==> src/rtl/gauss_window_regs.sv <==
// gauss_window_regs: K*K pixel window with load mask and filter handoff FSM.
// Define GAUSS_WIN_SHIFT_EN to enable column-slide loading through shift_i/col_i.
module gauss_window_regs #(
  parameter int PIX_W  = 8,
  parameter int K      = 3,
  parameter int ADDR_W = 6
) (
  input  logic                   clk,
  input  logic                   rst,
  input  logic                   we,
  input  logic [ADDR_W-1:0]      addr_i,
  input  logic [PIX_W-1:0]       in_pixel,
  input  logic                   shift_i,
  input  logic [K*PIX_W-1:0]     col_i,
  input  logic                   win_ready_i,
  input  logic                   res_valid_i,
  input  logic [PIX_W-1:0]       in_procesado,
  output logic [K*K*PIX_W-1:0]   win_o,
  output logic                   win_valid_o,
  output logic                   busy_o,
  output logic [31:0]            out_d
);
  localparam logic [1:0] EMPTY = 2'd0;
  localparam logic [1:0] FULL  = 2'd1;
  localparam logic [1:0] BUSY  = 2'd2;
  localparam logic [1:0] DONE  = 2'd3;
  localparam int N = K * K;

  logic [1:0]           state, state_n;
  logic [N*PIX_W-1:0]   win_q, win_n;
  logic [N-1:0]         mask_q, mask_n;
  logic                 shift, wr_ok;

`ifdef GAUSS_WIN_SHIFT_EN
  assign shift = shift_i;
`else
  logic unused_shift;
  assign unused_shift = shift_i;
  assign shift = 1'b0;
`endif

  assign wr_ok = we && addr_i != '0 && addr_i <= ADDR_W'(N);

  // Shift wins over a same-cycle write; BUSY freezes the window.
  always_comb begin
    win_n  = win_q;
    mask_n = mask_q;
    if (state != BUSY) begin
      if (shift) begin
        for (int r = 0; r < K; r++)
          for (int c = 0; c < K; c++) begin
            win_n[(r*K+c)*PIX_W +: PIX_W] = (c == K-1) ? col_i[r*PIX_W +: PIX_W]
                                                       : win_q[((r*K+c+1) % N)*PIX_W +: PIX_W];
            mask_n[r*K+c] = (c == K-1) | mask_q[(r*K+c+1) % N];
          end
      end else if (wr_ok) begin
        for (int i = 0; i < N; i++)
          if (addr_i == ADDR_W'(i+1)) begin
            win_n[i*PIX_W +: PIX_W] = in_pixel;
            mask_n[i] = 1'b1;
          end
      end
    end
  end

  always_comb begin
    state_n = state == EMPTY ? (&mask_n ? FULL : EMPTY) :
              state == FULL  ? (win_ready_i ? BUSY : FULL) :
              state == BUSY  ? (res_valid_i ? DONE : BUSY) :
              (we | shift)   ? (&mask_n ? FULL : EMPTY) : DONE;
  end

  always_ff @(posedge clk) begin
    if (rst) begin
      state  <= EMPTY;
      win_q  <= '0;
      mask_q <= '0;
      out_d  <= '0;
    end else begin
      state  <= state_n;
      win_q  <= win_n;
      mask_q <= mask_n;
      if (state == FULL && win_ready_i) out_d[31] <= 1'b0;
      if (state == BUSY && res_valid_i) out_d <= {1'b1, {(31-PIX_W){1'b0}}, in_procesado};
    end
  end

  assign win_o       = win_q;
  assign win_valid_o = state == FULL;
  assign busy_o      = state == BUSY;
endmodule

==> config.mk <==
export PLATFORM = sky130hd
export DESIGN_NAME = gauss_window_regs
export DESIGN_NICKNAME = d
export VERILOG_FILES = /design/src/rtl/gauss_window_regs.sv
export SDC_FILE = /design/constraint.sdc
export NUM_CORES = 1
export LEC_CHECK = 0
export CORE_MARGIN = 3
export CORE_UTILIZATION = 45
export CTS_CLUSTER_DIAMETER = 50
export DETAILED_ROUTE_END_ITERATION = 10
export PLACE_DENSITY = 0.85
export SYNTH_ARGS = -nofsm -noshare
export SYNTH_HDL_FRONTEND = slang
export SYNTH_SLANG_ARGS = --single-unit
==> constraint.sdc <==
create_clock -name clk -period 6.08 [get_ports clk]
set_input_delay 0.608 -clock clk [delete_from_list [all_inputs] [get_ports clk]]
set_output_delay 0.608 -clock clk [all_outputs]
set_load 0.03 [all_outputs]
==> reports/results.ini, run 1 <==
[timing]
maxSlewViolCount=0
final_setup_violation_count=0
finalCriticalPeriod_ps=2970
timing.final.crit_share_pct=48.8
fin_worst_skew_ps=9.71
number_of_endpoints_with_negative_hold_slack_in_the_final_report=0
fin_setup_tns_ps=0
rsz_0062_raised_after_global_routing=no
slew_at_the_pin_with_the_worst_max_slew_slack_ps=914
max_freq_mhz=337
slew_headroom_pct=39.1
fin_worst_hold_slack_ps=458

[clock_network]
tritoncts_num_sinks=92
cts_root_buf=clkbuf_8
cts.repair.resized=0
cts_tree=done
cts_buffers=9
path_clk_slew_ps=80
max-clock-path-buffers=2
cts_htree_levels=3
postCtsHoldBufs=0
post-cts-setup-buffers=0
clock_latency_ps=350

[critical_path]
startpoint=addr_i[2]
timing.rr.start=state[0]$_SDFF_PP0_
crit_path_max_fanout=11
crit_path_start_kind=input pin
worst_setup_path_endpoint=state[0]$_SDFF_PP0_
worstPathRequired_ps=6380
worst-endpoint-arrival_ps=3270
timing.setup.critical_path_class=input pin to flip-flop
worst-r2r-setup-slack_ps=3610
cpMaxStageDelayCell=nand4_1
cp_slowest_stage_delay_ps=630
regToRegEndpoint=state[0]$_SDFF_PP0_
crit_path_end_kind=flip-flop
worst_r2r_path_depth=6
critical_path.cell_chain=clkdlybuf4s50_1 > nor3b_1 > buf_4 > nand4_1 > a21o_1 > a2111oi_0 > a31o_1

[synth]
yosysUniqueCellTypes=32
post-synth-top-area-cell=dfxtp_1
post_synthesis_instance_area_sq_um=3610
synth_seq_area_share_pct=51.0
synth-main-ff-cell=dfxtp_1
synth_top_cell_area_share_pct=51.0
postSynthCellCount=396
yosys-top-cells-area=dfxtp_1 (51%), mux2i_1 (16%), nor2_1 (6.8%)
synth_async_sr_flop_share_pct=0
yosysWarnings=0
yosys.cell_count.top_type=dfxtp_1
ys_seq_elements=92
yosys-top-cells-count=dfxtp_1 (92), nor2_1 (65), mux2i_1 (56)
synth_area_per_cell_sq_um=9.12
synth_edf_count=0

[pwr]
cellLeakagePower_nw=1.98
cell_pwr_density_nw_per_um2=225
ir_worst_vdd_v=0.000140

[die]
ioPinCount=158
placement_rows=32
die_y_um=95.6
effective_utilization_at_floorplan_pct=46.5
fp.dieW_um=95.6
placeable_core_region_sq_um=7770
fp.dieArea_sq_um=9130

[layout]
number_of_standard_cells_in_the_layout_taps_in_and_fillers_out=597
num_antenna_cells=0
final_core_utilization_pct=62.7
drive_above_1_share_pct=6.06
post-route-cell-area_sq_um=4870
nNetsFinal=543
synthesis_to_finish_area_growth_pct=34.9

[placed_design]
dpl.cell_count=582
post-dp-hpwl_um=6530
detailed_place.area_sq_um=4670
globalplace.congestion=0.794
port-buffer-count=109

[grt]
grt_pass1_wl_um=14700
number_of_global_route_vias_before_repair=2954
grt_overflow=0
maximum_number_of_pins_on_one_net_before_global_route_repair=93
initial_antenna_violation_count=0
grt_util_overall_pct=21.1

[min_path]
hold_crit_depth=2
holdCritPathClass=flip-flop to flip-flop

[detailed_routing]
detailedRoute.firstIterationViolations=156
detail_route.wl_per_cell_um=15.8
number_of_vias_per_cell_after_detailed_routing=5.06
postRouteWirelength_um=9410
first_pass_iters=5
drcViolationCount=0
ant_nets=0
dr_total_vias=3018

[run]
timing.max_cap.violations=0

[status]
run_status=finished clean

==> cell usage in the layout (no fill, tap or decap), types with 2 or more instances in the layout <==
cell             Yosys  final
clkdlybuf4s50_1      0    108
dfxtp_1             92     92
nor2_1              65     65
mux2i_1             56     56
a21oi_1             35     35
nand2_1             34     34
nand3_1             26     26
conb_1               1     23
clkbuf_8             0     10
buf_4               24      6
inv_1                5      5
nor2b_1              3      3
nand2b_1             2      2
or4b_1               2      2
nor4_2               0      2
nor3b_1              2      2
nand4_1              2      2
o21ai_0              2      2
clkinvlp_4           0      2
clkinv_4             0      2
==> registers in the layout, indices dropped and copies added (netlist names) <==
signal,cells
state,2
win_o,72
out_d,9
mask_q,9
==> layout make-up <==
cell class | instances | area (sq um)
clock buffer | 10 | 138
fill | 654 | 2900
timing repair buffer | 115 | 1130
multi-input combinational | 267 | 1550
clock inverter | 5 | 62.6
inverter | 6 | 22.5
tap | 102 | 128
sequential | 92 | 1840
==> report_power, final <==
part	leakage, nW	internal [mW]	switching [mW]
combinational	1.15	0.0248	0.0553
clock	0.0946	0.200	0.209
sequential	0.741	0.604	0.00128
==> routing by layer <==
layer / GRT usage [%] / share of wire (%) / wire [um] / vias to the layer above
met5: 0 / 0 / 0 / -
met4: 8.41 / 1.3 / 125 / 0
met3: 9.23 / 11 / 989 / 12
met2: 33.9 / 47 / 4430 / 111
met1: 24.6 / 41 / 3870 / 1433
li1: - / - / - / 1462
==> kinds of logic after synthesis <==
group | synth area share [%]
other | 0.104
and+or+nand+nor | 18.1
AOI/OAI and AO/OA | 6.38
muxes | 15.5
DFF | 51.0
buffers and inverters | 8.87
==> worst min path at each step <==
stage | endpoint | from
floorplan | mask_q[4]$_SDFF_PP0_ | mask_q[4]$_SDFF_PP0_
global placement | mask_q[0]$_SDFF_PP0_ | mask_q[0]$_SDFF_PP0_
detailed placement | mask_q[0]$_SDFF_PP0_ | mask_q[0]$_SDFF_PP0_
CTS | mask_q[0]$_SDFF_PP0_ | mask_q[0]$_SDFF_PP0_
global route | mask_q[0]$_SDFF_PP0_ | mask_q[0]$_SDFF_PP0_
finish | mask_q[0]$_SDFF_PP0_ | mask_q[0]$_SDFF_PP0_
==> critical path: cells and delay by family <==
family	cells	cell delay (ps)
and+or+nand+nor	2	840
AOI/OAI and AO/OA	3	1020
buffers and inverters	2	790
==> metrics by stage <==
stage	total power, mW	setup WS [ps]
finish	1.10	3110
global route	1.13	2860
floorplan	0.680	3800
detailed placement	0.699	2770
CTS	1.10	3140
global placement	0.698	2820
No activity file was read; power rests on OpenSTA's default activity.
==> inputs of run 2 (changes only) <==
- CORE_UTILIZATION: 45 -> 42
- PLACE_DENSITY: 0.85 -> 0.8
- clock period: 6.08 -> 3 ns (I/O delays scaled with it)
==> run 2 against run 1 <==
Worst hold slack worse by 36 ps. Die area up 6.7%. Sequential cell count unchanged. Final cell count grew 1.2%. Via count fell by 0.96%. Register-to-register slack lost 2600 ps. Combinational power rose by 100%. Critical path type is now flip-flop to output pin. Critical endpoint is now busy_o.
==> reports/results.ini, run 2 (same netlist as run 1, synthesis figures left out) <==
[critical_path]
crit_path_start_kind=flip-flop  ; was input pin
cpMaxStageDelayCell=clkdlybuf4s50_1  ; was nand4_1
cp_top_family=buffers and inverters  ; was compound AO/OA/AOI/OAI gates
regToRegEndpoint=state[0]$_SDFF_PP0_  ; unchanged
crit_path_max_fanout=16  ; was 11
cell_count_along_the_critical_path=3  ; was 7
worstPathBufferInverterCount=2  ; unchanged
worst_setup_path_endpoint=busy_o  ; was state[0]$_SDFF_PP0_
critical_path.cell_chain=nand2b_2 > inv_2 > clkdlybuf4s50_1  ; was clkdlybuf4s50_1 > nor3b_1 > buf_4 > nand4_1 > a21o_1 > a2111oi_0 > a31o_1
worst_r2r_path_depth=6  ; unchanged
startpoint=state[0]$_SDFF_PP0_  ; was addr_i[2]
cp_slowest_stage_delay_ps=730  ; was 630 ps
timing.setup.critical_path_class=flip-flop to output pin  ; was input pin to flip-flop
worst-endpoint-arrival_ps=1870  ; was 3270 ps
crit_path_end_kind=output pin  ; was flip-flop
worstPathRequired_ps=2700  ; was 6380 ps
worst-r2r-setup-slack_ps=1000  ; was 3610 ps
timing.rr.start=state[0]$_SDFF_PP0_  ; unchanged

[detailed_routing]
dr_total_vias=2989  ; was 3018
drcViolationCount=0  ; unchanged
first_pass_iters=5  ; unchanged
postRouteWirelength_um=9280  ; was 9410 um
ant_nets=0  ; unchanged
detail_route.wl_per_cell_um=15.4  ; was 15.8 um
number_of_vias_per_cell_after_detailed_routing=4.95  ; was 5.06
detailedRoute.firstIterationViolations=165  ; was 156

[grt]
number_of_global_route_vias_before_repair=2908  ; was 2954
grt_util_met3_pct=9.62  ; was 9.23%
initial_antenna_violation_count=0  ; unchanged
grt_pass1_wl_um=14500  ; was 14700 um
grtUsageMet1_pct=21.3  ; was 24.6%
maximum_number_of_pins_on_one_net_before_global_route_repair=92  ; was 93
grt_util_overall_pct=18.7  ; was 21.1%
grtUsageMet2_pct=29.8  ; was 33.9%
grt_overflow=0  ; unchanged
grt-busiest-layer=met2  ; unchanged

[timing]
timing.final.crit_share_pct=72.2
timing.final.ws_setup_ps=833  ; was 3110 ps
fin_setup_tns_ps=0  ; unchanged
fin_worst_skew_ps=5.89  ; was 9.71 ps
max_freq_mhz=461
finalCriticalPeriod_ps=2170
rsz_0062_raised_after_global_routing=no  ; unchanged
number_of_endpoints_with_negative_hold_slack_in_the_final_report=0  ; unchanged
final_setup_violation_count=0  ; unchanged
maxSlewViolCount=0  ; unchanged
slew_headroom_pct=38.6  ; was 39.1%
slew_at_the_pin_with_the_worst_max_slew_slack_ps=921  ; was 914 ps

[die]
die_y_um=98.7  ; was 95.6 um
effective_utilization_at_floorplan_pct=43.5  ; was 46.5%
fp.dieArea_sq_um=9740  ; was 9130 sq um
fp.dieW_um=98.7  ; was 95.6 um
ioPinCount=158  ; unchanged
placement_rows=33  ; was 32
placeable_core_region_sq_um=8300  ; was 7770 sq um

[clock_network]
max-clock-path-buffers=2  ; unchanged
cts_htree_levels=3  ; unchanged
cts.repair.resized=0  ; unchanged
postCtsHoldBufs=0  ; unchanged
cts_root_buf=clkbuf_8  ; unchanged
path_clk_slew_ps=90  ; was 80 ps
cts_tree=done  ; unchanged
clock_latency_ps=360  ; was 350 ps
post-cts-setup-buffers=0  ; unchanged
tritoncts_num_sinks=92  ; unchanged
cts_buffers=9  ; unchanged

[layout]
nNetsFinal=547  ; was 543
final_core_utilization_pct=59.1  ; was 62.7%
largest_register_ff_count=72  ; unchanged
drive_above_1_share_pct=6.81  ; was 6.06%
mostFrequentLayoutCell=clkdlybuf4s50_1  ; unchanged
nFillCells=695  ; was 654
mostFrequentLayoutCells=clkdlybuf4s50_1 (108), dfxtp_1 (92), nor2_1 (65)  ; unchanged
post-route-cell-area_sq_um=4900  ; was 4870 sq um
number_of_standard_cells_in_the_layout_taps_in_and_fillers_out=604  ; was 597
num_antenna_cells=0  ; unchanged
synthesis_to_finish_area_growth_pct=35.8  ; was 34.9%

[placed_design]
detailed_place.area_sq_um=4700  ; was 4670 sq um
port-buffer-count=109  ; unchanged
post-dp-hpwl_um=6490  ; was 6530 um
placement.setup.worst_slack_ps=523  ; was 2770 ps
dpl.cell_count=589  ; was 582
globalplace.congestion=0.776  ; was 0.794

[min_path]
holdCritPathClass=input pin to flip-flop  ; was flip-flop to flip-flop

[pwr]
cell_pwr_density_nw_per_um2=455  ; was 225 nW/um^2
ir_worst_vdd_v=0.000297  ; was 0.000140 V
cellLeakagePower_nw=2.00  ; was 1.98 nW

[run]
timing.max_cap.violations=0  ; unchanged

[status]
run_status=finished clean  ; unchanged

[run 2: layout make-up]
class / count / area [sq um] / share of cell area [%]
clock buffers: 10 / 138 / 2.81
clock inverters: 5 / 61.3 / 1.25
inverters: 6 / 22.5 / 0.459
multi-input cells: 267 / 1550 / 31.6
flip-flops and latches: 92 / 1840 / 37.6
well taps: 105 / 131 / 2.68
repair buffers: 119 / 1160 / 23.7
[run 2: worst reg2reg max path: stages, from the launching register on]
cell	delay, ps
dfxtp_1	360
nand2b_2	150
inv_2	130
or4_1	570
nor2b_1	170
a2111oi_0	370
a31o_1	200
[run 2: stage by stage]
stage               total power, mW  hold slack, ps
CTS                            2.25             399
detailed placement             1.42             449
floorplan                      1.38             423
finish                         2.23             422
global route                   2.31             425
global placement               1.41             439
[run 2: layer usage]
metal / vias to the layer above / share of wire, %
li1: 1463 / -
met3: 14 / 12
met4: 0 / 1.4
met1: 1379 / 41
met2: 133 / 46
met5: - / 0
[run 2: worst min-delay path by stage]
stage	slack, ps	from	to	depth (start not counted)
final	420	rst	state[0]$_SDFF_PP0_	5
after global placement	440	mask_q[4]$_SDFF_PP0_	mask_q[4]$_SDFF_PP0_	2
after CTS	400	rst	state[0]$_SDFF_PP0_	5
after floorplan	420	mask_q[4]$_SDFF_PP0_	mask_q[4]$_SDFF_PP0_	2
after detailed placement	450	mask_q[4]$_SDFF_PP0_	mask_q[4]$_SDFF_PP0_	2
after global routing	430	rst	state[0]$_SDFF_PP0_	5
[run 2: power by group]
group	switching (mW)	leakage [nW]	total, mW	internal, mW
clock	0.436	0.0910	0.842	0.406
combinational	0.112	1.16	0.163	0.0506
sequential	0.00265	0.741	1.23	1.22
==> variant: new RTL, settings of run 2 <==
`PIX_W`: 8 -> 7.
--- a/src/rtl/gauss_window_regs.sv
+++ b/src/rtl/gauss_window_regs.sv
@@ -3,3 +3,3 @@
 module gauss_window_regs #(
-  parameter int PIX_W  = 8,
+  parameter int PIX_W  = 7,
   parameter int K      = 3,
Ports: changed (resized col_i, in_pixel, in_procesado and win_o); port bits go from 158 to 144. No check against the original RTL was run, so the function may have changed too.
==> variant against run 2 <==
Clock power rose by 17%. Setup slack got worse by 0.017 ns. Total power up 0.39%. Area after synthesis fell by 8.1%. Count of clock-buffer cells in the layout unchanged. Wire length down 8.1%. Sequential cell count decreased by 10. Cell area fell by 8.1%. Global-route usage is 0.70 points higher. Combinational power fell by 2%. Largest cell class unchanged.
==> variant: results (changes against run 2) <==
Status
  • Outcome: complete, no violations

Place
  • GPL Wtd Cong: 0.788 (+1.6%)
  • I/O Buffers: 97 (-11%)
  • DP Cell Count: 543 (-7.8%)
  • Post-DP HPWL: 5880 um (-9.4%)

Cells and area
  • Layout cells sized above 1: 0.0674 (-0.000745)
  • Antenna cells: 0 (unchanged)
  • Final #Nets: 502 (-8.2%)
  • # fillers: 653 (-6.0%)
  • Max FFs per register: 63 (-13%)

Power and ir drop
  • Lkg Pwr: 0.00181 uW (-9.5%)
  • Worst vdd ir: 0.000359 V (+21%)

CTS
  • Max Buffers Root-to-Sink: 2 (unchanged)
  • H-tree depth: 3 (unchanged)
  • Root Buffer: clkbuf_8
  • Reg clk slew, reported paths: 0.09 ns (about the same)

Setup path
  • Critical path peak fanout: 9 (-7)
  • Crit path from: addr_i[1]
  • R2r endpoint: win_o[36]$_SDFFE_PP0P_
  • Worst setup path end: win_o[10]$_SDFFE_PP0P_
  • Worst EP arrival: 2.42 ns (+0.55 ns)
  • Flop2flop setup slack: 0.90 ns (-0.10 ns)
  • Worst Reg-to-Reg Cells: 7 (+1)

Global routing
  • Vias in the first global route: 2,715 (-6.6%)
  • Initial antenna violation count: 0 (unchanged)
  • GRT Util Overall: 0.194 (+0.00702)
  • Global-route wire length before repair: 13,400 um (-7.5%)
  • Largest net degree at the start of global routing: 36 (-61%)

Synth
  • Post-synth ARST share: 0 (unchanged)
  • Seq/Total Area, Yosys: 0.495 (-0.0155)
  • Post-synth top cells: 82 x dfxtp_1, 46 x nor2_1, 44 x mux2i_1
  • Synth area leaders: dfxtp_1 49%, mux2i_1 13%, a21oi_1 5.9%, buf_4 5.7%, nor2_1 5.2%
  • Post-synthesis cell type count: 34 (+6.3%)
  • Gate Count Post-Synth: 367 (-7.3%)

Routing
  • Drt total wl: 8530 um (-8.1%)
  • Avg WL per Cell: 15.3 um (-0.70%)
  • DRT Pass-1 Iters: 6 (+1)
  • Drt via density: 4.98 (+0.64%)
  • Iter 0 DRT Violations: 157 (-4.8%)

STA
  • Achievable clock frequency: 458 MHz (-0.80%)
  • Max Clock Skew: 0.0118 ns (+0.00591 ns)
  • Actual slew at the worst max-slew pin: 0.707 ns (-0.214 ns)

Hold path
  • Worst Hold Class: primary input to register
variant: cell types whose count changed after synthesis, sizes merged, moves of 2 or more:
cell    delta
a21oi      +4
clkbuf     -6
dfxtp     -10
inv        +4
mux2i     -12
nand2      +7
nand3      +3
nor2      -19
nor2b      -2
nor3       -2
o21ai      +2
o22a       +2
or4b       -2
variant: how the worst min path moves through the flow:
stage | start | depth (start not counted) | to
2_1_floorplan | mask_q[6]$_SDFF_PP0_ | 2 | mask_q[6]$_SDFF_PP0_
3_3_place_gp | out_d[5]$_SDFFE_PP0P_ | 2 | out_d[5]$_SDFFE_PP0P_
3_5_place_dp | win_o[16]$_SDFFE_PP0P_ | 2 | win_o[16]$_SDFFE_PP0P_
4_1_cts | rst | 2 | win_o[28]$_SDFFE_PP0P_
5_1_grt | rst | 2 | win_o[36]$_SDFFE_PP0P_
6_report | rst | 2 | win_o[28]$_SDFFE_PP0P_
variant: final cells by class:
| type | instances | share of cell area |
|---|---|---|
| well taps | 99 | 0.0275 |
| inverters | 10 | 0.00833 |
| multi-input cells | 250 | 0.322 |
| flip-flops and latches | 82 | 0.364 |
| repair buffers | 102 | 0.223 |
| clock inverters | 6 | 0.0247 |
| clock buffers | 10 | 0.0306 |
variant: logic make-up after synthesis:
family,share of synthesized area
buffers and inverters,0.0946
AND/OR/NAND/NOR,0.195
flip-flops,0.495
other,0.00113
AO/OA/AOI/OAI,0.0818
multiplexers,0.133
variant: critical path, cell delays in order:
cell             delay, ns
clkdlybuf4s50_1       0.73
and2b_1               0.27
nor2b_1               0.52
nand2_2               0.30
mux2i_1               0.22
nor2_1                0.08
variant: stage by stage:
stage	instance area, sq um	worst slack (ns)	hold slack [ns]
floorplan	3400	1.24	0.432
global placement	4260	0.537	0.443
detailed placement	4260	0.492	0.449
CTS	4500	0.843	0.304
global route	4500	0.674	0.329
finish	4500	0.816	0.309
variant: report_power, final:
group          internal, uW  switching (uW)
Sequential             1090            2.48
Clock                   577             411
Combinational          47.9             111
Total                  1720             525
variant: layer usage:
metal  track usage  routed length (um)  vias up
met5             0                   0        -
met4        0.0829                 114        0
met3        0.0765                 929       13
met2         0.302                3870      130
met1         0.238                3620     1290
li1              -                   -     1351
